## config.mk

```make
export PLATFORM = sky130hd
export DESIGN_NAME = bn_range_stat
export DESIGN_NICKNAME = d
export VERILOG_FILES = /design/src/rtl/bn_range_stat.sv
export SDC_FILE = /design/constraint.sdc
export NUM_CORES = 1
export LEC_CHECK = 0
export CORE_MARGIN = 2
export CORE_UTILIZATION = 60
export CTS_BUF_LIST = sky130_fd_sc_hd__clkbuf_4
export CTS_CLUSTER_DIAMETER = 40
export DETAILED_ROUTE_END_ITERATION = 8
export DONT_BUFFER_PORTS = 1
export PLACE_DENSITY = 0.88
export SYNTH_ARGS = -nofsm -noshare
export SYNTH_HDL_FRONTEND = slang
export SYNTH_SLANG_ARGS = --single-unit
```

## constraint.sdc

```tcl
create_clock -name clk -period 6.3 [get_ports clk]
set_clock_uncertainty 0.15 [all_clocks]
set_input_delay 0.945 -clock clk [delete_from_list [all_inputs] [get_ports clk]]
set_output_delay 0.945 -clock clk [all_outputs]
set_load 0.01 [all_outputs]
```

## src/rtl/bn_range_stat.sv

```systemverilog
// ============================================================================
// bn_range_stat
// ----------------------------------------------------------------------------
// Streaming statistics stage of the range batch-normalization datapath.
// Consumes the selected signed sample stream from the operand mux. Over one
// batch of 2**BATCH_LOG2 samples it accumulates the sum, maximum and minimum.
// It then presents the batch mean and range (max - min) downstream through a
// valid/ready handshake.
//
// Parameters:
//   DATA_WIDTH  sample width, two's-complement signed (default 16)
//   BATCH_LOG2  log2 of samples per batch, legal 1..8 (default 5)
//
// Ports:
//   clk        rising-edge clock
//   rst        asynchronous, active-high reset
//   start      one-cycle pulse: clear statistics and begin a batch
//   in_valid   in_data carries a sample
//   in_data    signed sample
//   in_ready   block accepts a sample this cycle (high in ACCUM)
//   out_valid  mean and range are valid (high in DONE)
//   out_ready  downstream accepts the result
//   mean       signed batch mean
//   range      unsigned max - min, one bit wider than a sample
//   busy       high in ACCUM or DONE
//
// Build option:
//   BN_STAT_ROUND_EN  when defined, mean rounds half toward +inf instead of
//                     flooring. Range, handshake and timing are unaffected.
//
// FSM states:
//   state   | meaning
//   --------+-------------------------------------------------------------
//   IDLE    | waiting for start; no samples consumed, no result offered
//   ACCUM   | accepting samples, updating sum/max/min/count
//   DONE    | result registered and offered; waits for out_ready
// ============================================================================
module bn_range_stat #(
    parameter int DATA_WIDTH = 16,
    parameter int BATCH_LOG2 = 5
) (
    input  logic                         clk,
    input  logic                         rst,
    input  logic                         start,
    input  logic                         in_valid,
    input  logic signed [DATA_WIDTH-1:0] in_data,
    output logic                         in_ready,
    output logic                         out_valid,
    input  logic                         out_ready,
    output logic signed [DATA_WIDTH-1:0] mean,
    output logic        [DATA_WIDTH:0]   range,
    output logic                         busy
);

    // A full batch of extreme samples needs exactly BATCH_LOG2 extra bits,
    // so the accumulator can never overflow.
    localparam int ACC_W = DATA_WIDTH + BATCH_LOG2;

    localparam logic [1:0] S_IDLE  = 2'd0;
    localparam logic [1:0] S_ACCUM = 2'd1;
    localparam logic [1:0] S_DONE  = 2'd2;

    localparam logic signed [DATA_WIDTH-1:0] SAMPLE_MIN = {1'b1, {(DATA_WIDTH-1){1'b0}}};
    localparam logic signed [DATA_WIDTH-1:0] SAMPLE_MAX = {1'b0, {(DATA_WIDTH-1){1'b1}}};

    logic [1:0]                   state_q, state_d;
    logic signed [ACC_W-1:0]      sum_q, sum_d, sum_nxt;
    logic signed [DATA_WIDTH-1:0] max_q, max_d, max_nxt;
    logic signed [DATA_WIDTH-1:0] min_q, min_d, min_nxt;
    logic [BATCH_LOG2-1:0]        cnt_q, cnt_d;
    logic signed [DATA_WIDTH-1:0] mean_q, mean_d, mean_nxt;
    logic [DATA_WIDTH:0]          range_q, range_d, range_nxt;
    logic                         accept;
    logic                         last;

    // A start in ACCUM restarts the batch, so a sample in that same cycle
    // must not be folded into the fresh statistics.
    assign accept = (state_q == S_ACCUM) && in_valid && !start;
    assign last   = accept && (cnt_q == {BATCH_LOG2{1'b1}});

    // Candidate statistics including the current sample; used both for the
    // running update and for the result captured on the final accept.
    assign sum_nxt = sum_q + ACC_W'(in_data);
    assign max_nxt = (in_data > max_q) ? in_data : max_q;
    assign min_nxt = (in_data < min_q) ? in_data : min_q;

    // max >= min always holds once a sample has been seen, so the modular
    // difference at DATA_WIDTH+1 bits is the exact unsigned range.
    assign range_nxt = {max_nxt[DATA_WIDTH-1], max_nxt} - {min_nxt[DATA_WIDTH-1], min_nxt};

    // The upper DATA_WIDTH bits of the sum are exactly sum >>> BATCH_LOG2.
`ifdef BN_STAT_ROUND_EN
    // Adding half an LSB before the shift only carries into the kept bits
    // when bit BATCH_LOG2-1 is set, so the rounding reduces to adding that
    // bit. The result cannot exceed the largest sample, so it never wraps.
    assign mean_nxt = sum_nxt[ACC_W-1:BATCH_LOG2] + DATA_WIDTH'(sum_nxt[BATCH_LOG2-1]);
`else
    assign mean_nxt = sum_nxt[ACC_W-1:BATCH_LOG2];
`endif

    always_comb begin
        state_d = state_q;
        sum_d   = sum_q;
        max_d   = max_q;
        min_d   = min_q;
        cnt_d   = cnt_q;
        mean_d  = mean_q;
        range_d = range_q;

        case (state_q)
            S_IDLE: begin
                if (start) begin
                    state_d = S_ACCUM;
                    sum_d   = '0;
                    cnt_d   = '0;
                    max_d   = SAMPLE_MIN;
                    min_d   = SAMPLE_MAX;
                end
            end

            S_ACCUM: begin
                if (start) begin
                    sum_d = '0;
                    cnt_d = '0;
                    max_d = SAMPLE_MIN;
                    min_d = SAMPLE_MAX;
                end else if (accept) begin
                    sum_d = sum_nxt;
                    max_d = max_nxt;
                    min_d = min_nxt;
                    cnt_d = cnt_q + BATCH_LOG2'(1);
                    if (last) begin
                        mean_d  = mean_nxt;
                        range_d = range_nxt;
                        state_d = S_DONE;
                    end
                end
            end

            S_DONE: begin
                // start is deliberately ignored here; the result must be
                // drained before another batch can begin.
                if (out_ready) begin
                    state_d = S_IDLE;
                end
            end

            default: begin
                state_d = S_IDLE;
            end
        endcase
    end

    always_ff @(posedge clk or posedge rst) begin
        if (rst) begin
            state_q <= S_IDLE;
            sum_q   <= '0;
            max_q   <= '0;
            min_q   <= '0;
            cnt_q   <= '0;
            mean_q  <= '0;
            range_q <= '0;
        end else begin
            state_q <= state_d;
            sum_q   <= sum_d;
            max_q   <= max_d;
            min_q   <= min_d;
            cnt_q   <= cnt_d;
            mean_q  <= mean_d;
            range_q <= range_d;
        end
    end

    assign in_ready  = (state_q == S_ACCUM);
    assign out_valid = (state_q == S_DONE);
    assign busy      = (state_q != S_IDLE);
    assign mean      = mean_q;
    assign range     = range_q;

endmodule
```

==> impl_metrics.toml, run 1 <==
[run_status]
status = "finished, final reports clean"

[finish]
fillers = 881
postLayoutCellArea_sq_um = 6804
regArea_sq_um = 2327
fin_nets = 774
multi_input_area_sq_um = 3920
area_growth_pct = 3.542
drive_gt1_share_pct = 6.706
antenna_cells = 0

[detailed_routing]
wl_per_cell_um = 17.80
route.detailed.drc = 0
viasPerCell = 6.413
routed_wl_mm = 14.71
antenna_left = 0
via_count = 5297
drt_first_pass_iters = 7
initialDrtViolationCount = 277

[placed_design]
pre_cts_ws_ps = 1004
io_buffers = 0
gp_congestion = 0.8993
dpl-instance-area_sq_um = 6676
dpl.hpwl_mm = 10.99

[sta]
min_period_ps = 4885
period_share_pct = 77.55
worstMarginPinSlew_ps = 1220
hold_viol = 0
relSlewSlack_pct = 18.68
rsz0062_at_grt = "false"
worst_slack_ps = 1415
setup_viol = 0
final-max-slew-violation-count = 0
setup_tns_ps = 0
fmax_ghz = 0.2047

[global_routing]
grt_use_total_pct = 26.44
grt_pass1_vias = 5147
grt_pass1_wl_mm = 24.88
grt_max_degree = 65
grt_overflow = 0
antenna_found_initial = 0

[yosys]
seq_area_frac_synth_pct = 35.42
ys_seq_elements = 93
synth_top_area_share_pct = 35.42
synth_nets = 787
ys_top_cells_by_count = "93 x dfrtp_1, 69 x ha_1, 58 x nand2_1"
async_flop_share_pct = 100.0
synth-edff-count = 0
syn_inst = 695
synth.most_common_cell = "dfrtp_1"
synth_area_sq_um = 6571
ys.flop_type = "dfrtp_1"
ys_types = 65
yosysTopAreaCell = "dfrtp_1"
synth_area_leaders = "dfrtp_1 35%, ha_1 13%, mux2i_1 5.3%"
yosys_warnings = 0
synth.avg_cell_area_sq_um = 9.455

[clock_network]
clkSinkCount = 93
cts_root_buf = "clkbuf_4"
numCtsBuffers = 9
post_cts_buffers = 0
ctsResizeCount = 0
ctsHtreeMaxLevel = 3
cts_tree = "built"
clk_latency_ps = 450
ctsHoldBuffers = 0
cts_buffer_depth = 2
clk_pin_slew_worst_paths_ps = 150

[critical_path]
crit_type = "in -> reg"
cpPeakStageDelay_ps = 420
cp_slowest_cell = "fa_1"
startpoint = "in_data[1]"
crit_path_start_kind = "input port"
path_cells = "ha_1 -> nor2b_1 -> o21a_1 -> o21a_1 -> o21ai_0 -> nand4_1 -> o21ai_2 -> buf_4 -> mux2i_1 -> ha_1 -> inv_1 -> fa_1 -> a211oi_1 -> o21ai_0 -> a311o_1 -> a21oi_1 -> o2bb2ai_1 -> xor2_1 -> o21ai_0"
critPathTopFamily = "compound AO/OA/AOI/OAI gates"
cpMostUsedCell = "o21ai_0"
crit_path_end_kind = "register"
reg2reg_slack_ps = 1470
path_buf_inv = 2
worst_ep_arrival_time_ps = 5040
worst_r2r_path_depth = 20
regToRegStartpoint = "max_q[1]"
path_max_fanout = 13
worstReg2RegEnd = "range[14]"
setup.worst_path.end = "range[14]"
cp.required_ps = 6450
path_depth = 19

[run]
cap_violations = 0

[floorplan]
die_w_um = 108.7
rows = 38
die_h_um = 108.7
dieArea_sq_um = 11800
io_pins = 57
core_region_area_sq_um = 10750
initial_core_util_pct = 61.16

[pwr]
p_leak_nw = 3.280
ir_drop_uv = 132.6
power.density_nw_per_um2 = 236.0
p_total_mw = 1.606

[worst_hold_path]
holdCritPathClass = "in -> async"
-- through the flow --
step,cells,hold WS (ps),utilization [%]
after floorplan,695,302.6,-
after global placement,811,315.5,62.13
after detailed placement,811,328.8,62.13
after CTS,826,171.3,63.32
after global routing,826,180.1,63.32
final,826,189.9,63.32
-- cells in the final DEF, fill, tap and decap left out, drive strengths merged, types with 10 or more instances in the layout --
cell    Yosys  routed
dfrtp      93      93
mux2       12      12
clkbuf     22      10
mux2i      35      35
o32ai      15      15
nor2       25      25
a21o       18      18
nand3      11      11
xnor2      17      17
nor3       14      14
inv        57      57
a22o       13      13
ha         69      69
a21oi      41      41
nand2      58      58
o32a       16      16
xor2       11      11
o21ai      52      52
-- metal layers --
| metal | track usage, % | vias to the layer above | part of all wire [%] |
|---|---|---|---|
| met5 | 0 | - | 0 |
| met4 | 7.509 | 0 | 1.6 |
| met3 | 5.320 | 21 | 6.0 |
| met2 | 42.54 | 170 | 47 |
| met1 | 36.37 | 2572 | 45 |
| li1 | - | 2534 | - |
-- logic make-up (layout without fill, tap and decap cells) --
group	Yosys count	in the layout	share of synthesized area [%]
adders and majority gates	71	71	13.75
AOI/OAI and AO/OA	206	206	22.11
xor gates and xnor gates	28	28	3.732
muxes	47	47	7.388
DFF	93	93	35.42
and+or+nand+nor	164	164	12.59
buffers and inverters	86	77	5.027
-- cell type report --
cell class	count	area share (%)
sequential	93	34.20
timing repair buffer	5	0.5517
clock buffer	10	1.103
inverter	57	3.181
clock inverter	5	0.7723
tap	140	2.574
multi-input combinational	516	57.61
-- power by group --
part	internal, mW	total, mW	leakage [nW]	switching, mW
clock	0.122	0.320	0.0720	0.198
sequential	0.636	0.665	1.19	0.0290
combinational	0.265	0.621	2.01	0.357
total	1.02	1.61	3.28	0.584
-- how the worst min path moves through the flow --
stage	endpoint	slack [ps]	start	cells after the start
2_1_floorplan	sum_q[3]	300	sum_q[3]	2
3_3_place_gp	sum_q[7]	320	sum_q[7]	2
3_5_place_dp	sum_q[2]	330	sum_q[2]	2
4_1_cts	sum_q[5]	170	rst	1
5_1_grt	sum_q[3]	180	rst	1
6_report	mean[1]	190	rst	1
-- registers in the layout, indices dropped and copies added, names as in the netlist --
register	count
cnt_q	5
max_q	16
mean	16
min_q	16
range	17
state_q	2
sum_q	21
No activity file was read; power rests on OpenSTA's default activity.
==> run 2: changes to the inputs <==
clock period = 4.9 ns   (was 6.3 ns; I/O delays follow)
==> run 2 against run 1 <==
  * Die area is the same
  * Final cell count grew 0.73%
  * Routed wire length grew 3.1%
  * Utilization grew 0.65 points
  * Register-to-register slack lost 1100 ps
  * Combinational power grew 30%
  * Critical path depth shrank 1
  * Hold slack lost 95 ps
  * Clock power grew 52%
  * Sequential share of layout area shrank 0.35 points
  * Largest cell class unchanged
==> impl_metrics.toml, run 2 (same netlist as run 1, synthesis figures left out) <==
[run_status]
status = "finished, final reports clean"

[pwr]
p_sw_uw = 776.2
power.density_nw_per_um2 = 312.5
p_seq_share_pct = 39.8
pwr-share-comb_pct = 37.7
ir_drop_uv = 165.8
clockPowerShare_pct = 22.6
switching_share_pct = 36.14
p_leak_nw = 3.310
p_int_mw = 1.372

[sta]
worstMarginPinSlew_ps = 1230
final-max-slew-violation-count = 0
period_share_pct = 93.07
hold_viol = 0
rsz0062_at_grt = "false"
relSlewSlack_pct = 18.03
setup_tns_ps = 0
fmax_ghz = 0.2193
min_period_ps = 4560
setup_viol = 0

[run]
cap_violations = 0

[floorplan]
io_pins = 57
initial_core_util_pct = 61.16
dieArea_sq_um = 11800
die_w_um = 108.7
core_region_area_sq_um = 10750
die_h_um = 108.7
rows = 38

[finish]
top_register = "sum_q"
area_growth_pct = 4.608
final_util_pct = 63.97
fillers = 874
layout_common_cells = "93 x dfrtp_1, 69 x ha_1, 57 x nand2_1, 56 x inv_1, 51 x o21ai_0"
fin_nets = 778
postLayoutCellArea_sq_um = 6874
drive_gt1_share_pct = 7.381
mostFrequentLayoutCell = "dfrtp_1"
largest_reg_flops = 21

[global_routing]
grt_max_degree = 61
grt_pass1_vias = 5226
grt_pass1_wl_mm = 24.84
antenna_found_initial = 1
grt_use_total_pct = 26.74
grt_overflow = 0

[clock_network]
ctsHtreeMaxLevel = 3
post_cts_buffers = 0
cts_buffer_depth = 2
clkSinkCount = 93
ctsHoldBuffers = 0
clk_pin_slew_worst_paths_ps = 150
clk_latency_ps = 470
cts_root_buf = "clkbuf_4"
cts_tree = "built"
numCtsBuffers = 9
ctsResizeCount = 0

[critical_path]
regToRegStartpoint = "max_q[1]"
path_cells = "inv_1 -> ha_1 -> nor2b_1 -> o21a_1 -> o21a_1 -> o21ai_0 -> nand4_1 -> o21ai_2 -> buf_4 -> mux2i_1 -> fa_1 -> a211oi_1 -> o21ai_0 -> a311o_1 -> a21oi_1 -> o2bb2ai_1 -> xor2_1 -> o21ai_0"
cp_slowest_cell = "fa_1"
worst_r2r_path_depth = 18
worstReg2RegEnd = "range[14]"
cpPeakStageDelay_ps = 470
crit_type = "reg -> reg"
worst_ep_arrival_time_ps = 4760
crit_path_start_kind = "register"
cp.required_ps = 5100
path_max_fanout = 15
reg2reg_slack_ps = 340
crit_path_end_kind = "register"
cpMostUsedCell = "o21ai_0"

[detailed_routing]
routed_wl_mm = 15.17
wl_per_cell_um = 18.23
initialDrtViolationCount = 306
route.detailed.drc = 0
via_count = 5368
viasPerCell = 6.452
drt_first_pass_iters = 5
antenna_left = 0

[placed_design]
dpl.hpwl_mm = 11.10
io_buffers = 0
dpl-instance-area_sq_um = 6706
gp_congestion = 0.9603

[worst_hold_path]
holdCritPathClass = "in -> async"
## run 2: cell types whose count changed in the layout (fill, tap and decap cells not counted)
| cell | before | now |
|---|---|---|
| buf_4 | 5 | 9 |
| bufinv_16 | 1 | 2 |
| clkbuf_4 | 10 | 9 |
| clkinv_2 | 3 | 1 |
| clkinv_4 | 0 | 1 |
| clkinvlp_4 | 1 | 2 |
| diode_2 | 0 | 1 |
| inv_6 | 0 | 1 |
## run 2: critical path, delay by kind of cell, from the launching register on
family	cells	cell delay, ps
flops	1	410
simple gates	2	360
buf+inv	2	370
compound gates	10	2140
mux	1	160
fa+ha+maj	2	720
xor+xnor	1	160
## run 2: area by class of cell
class / instances / area (sq um) / share of cell area [%]
multi-input cells: 516 / 3920 / 57.03
flip-flops and latches: 93 / 2327 / 33.86
inverters: 57 / 216.5 / 3.149
well taps: 140 / 175.2 / 2.548
clock inverters: 7 / 97.59 / 1.420
clock buffers: 9 / 67.56 / 0.9829
repair buffers: 9 / 67.56 / 0.9829
diodes: 1 / 2.502 / 0.03640
## run 2: routing by layer
| metal | share of wire (%) | vias up | track usage (%) | routed length, um |
|---|---|---|---|---|
| li1 | - | 2547 | - | - |
| met1 | 44 | 2572 | 35.20 | 6695 |
| met2 | 46 | 215 | 43.30 | 6946 |
| met3 | 7.1 | 34 | 4.124 | 1077 |
| met4 | 2.9 | 0 | 12.73 | 445 |
| met5 | 0 | - | 0 | 0 |
## run 2: power groups by stage
| stage | combinational (mW) | sequential (mW) | clock, mW |
|---|---|---|---|
| after CTS | 0.799 | 0.853 | 0.497 |
| after global routing | 0.897 | 0.861 | 0.520 |
| after detailed placement | 0.792 | 0.868 | 0 |
| final | 0.809 | 0.854 | 0.485 |
| after global placement | 0.759 | 0.865 | 0 |
| after floorplan | 0.643 | 0.858 | 0 |
## run 2: how the worst max path moves through the flow
stage	start	end	slack (ps)	cells after the start
after floorplan	in_data[1]	range[14]	140	19
after global placement	in_data[1]	range[14]	210	17
after detailed placement	in_data[1]	range[14]	100	17
after CTS	max_q[1]	range[14]	390	18
after global routing	max_q[1]	range[14]	9	18
final	max_q[1]	range[14]	340	18
## run 2: through the flow
stage	cells	worst slack, ps	power, mW	hold slack [ps]
2_1_floorplan	695	135.1	1.501	302.6
3_3_place_gp	815	212.4	1.623	315.9
3_5_place_dp	815	96.70	1.660	331.9
4_1_cts	831	388.8	2.148	113.8
5_1_grt	832	9.008	2.279	155.7
6_report	832	339.7	2.148	94.69
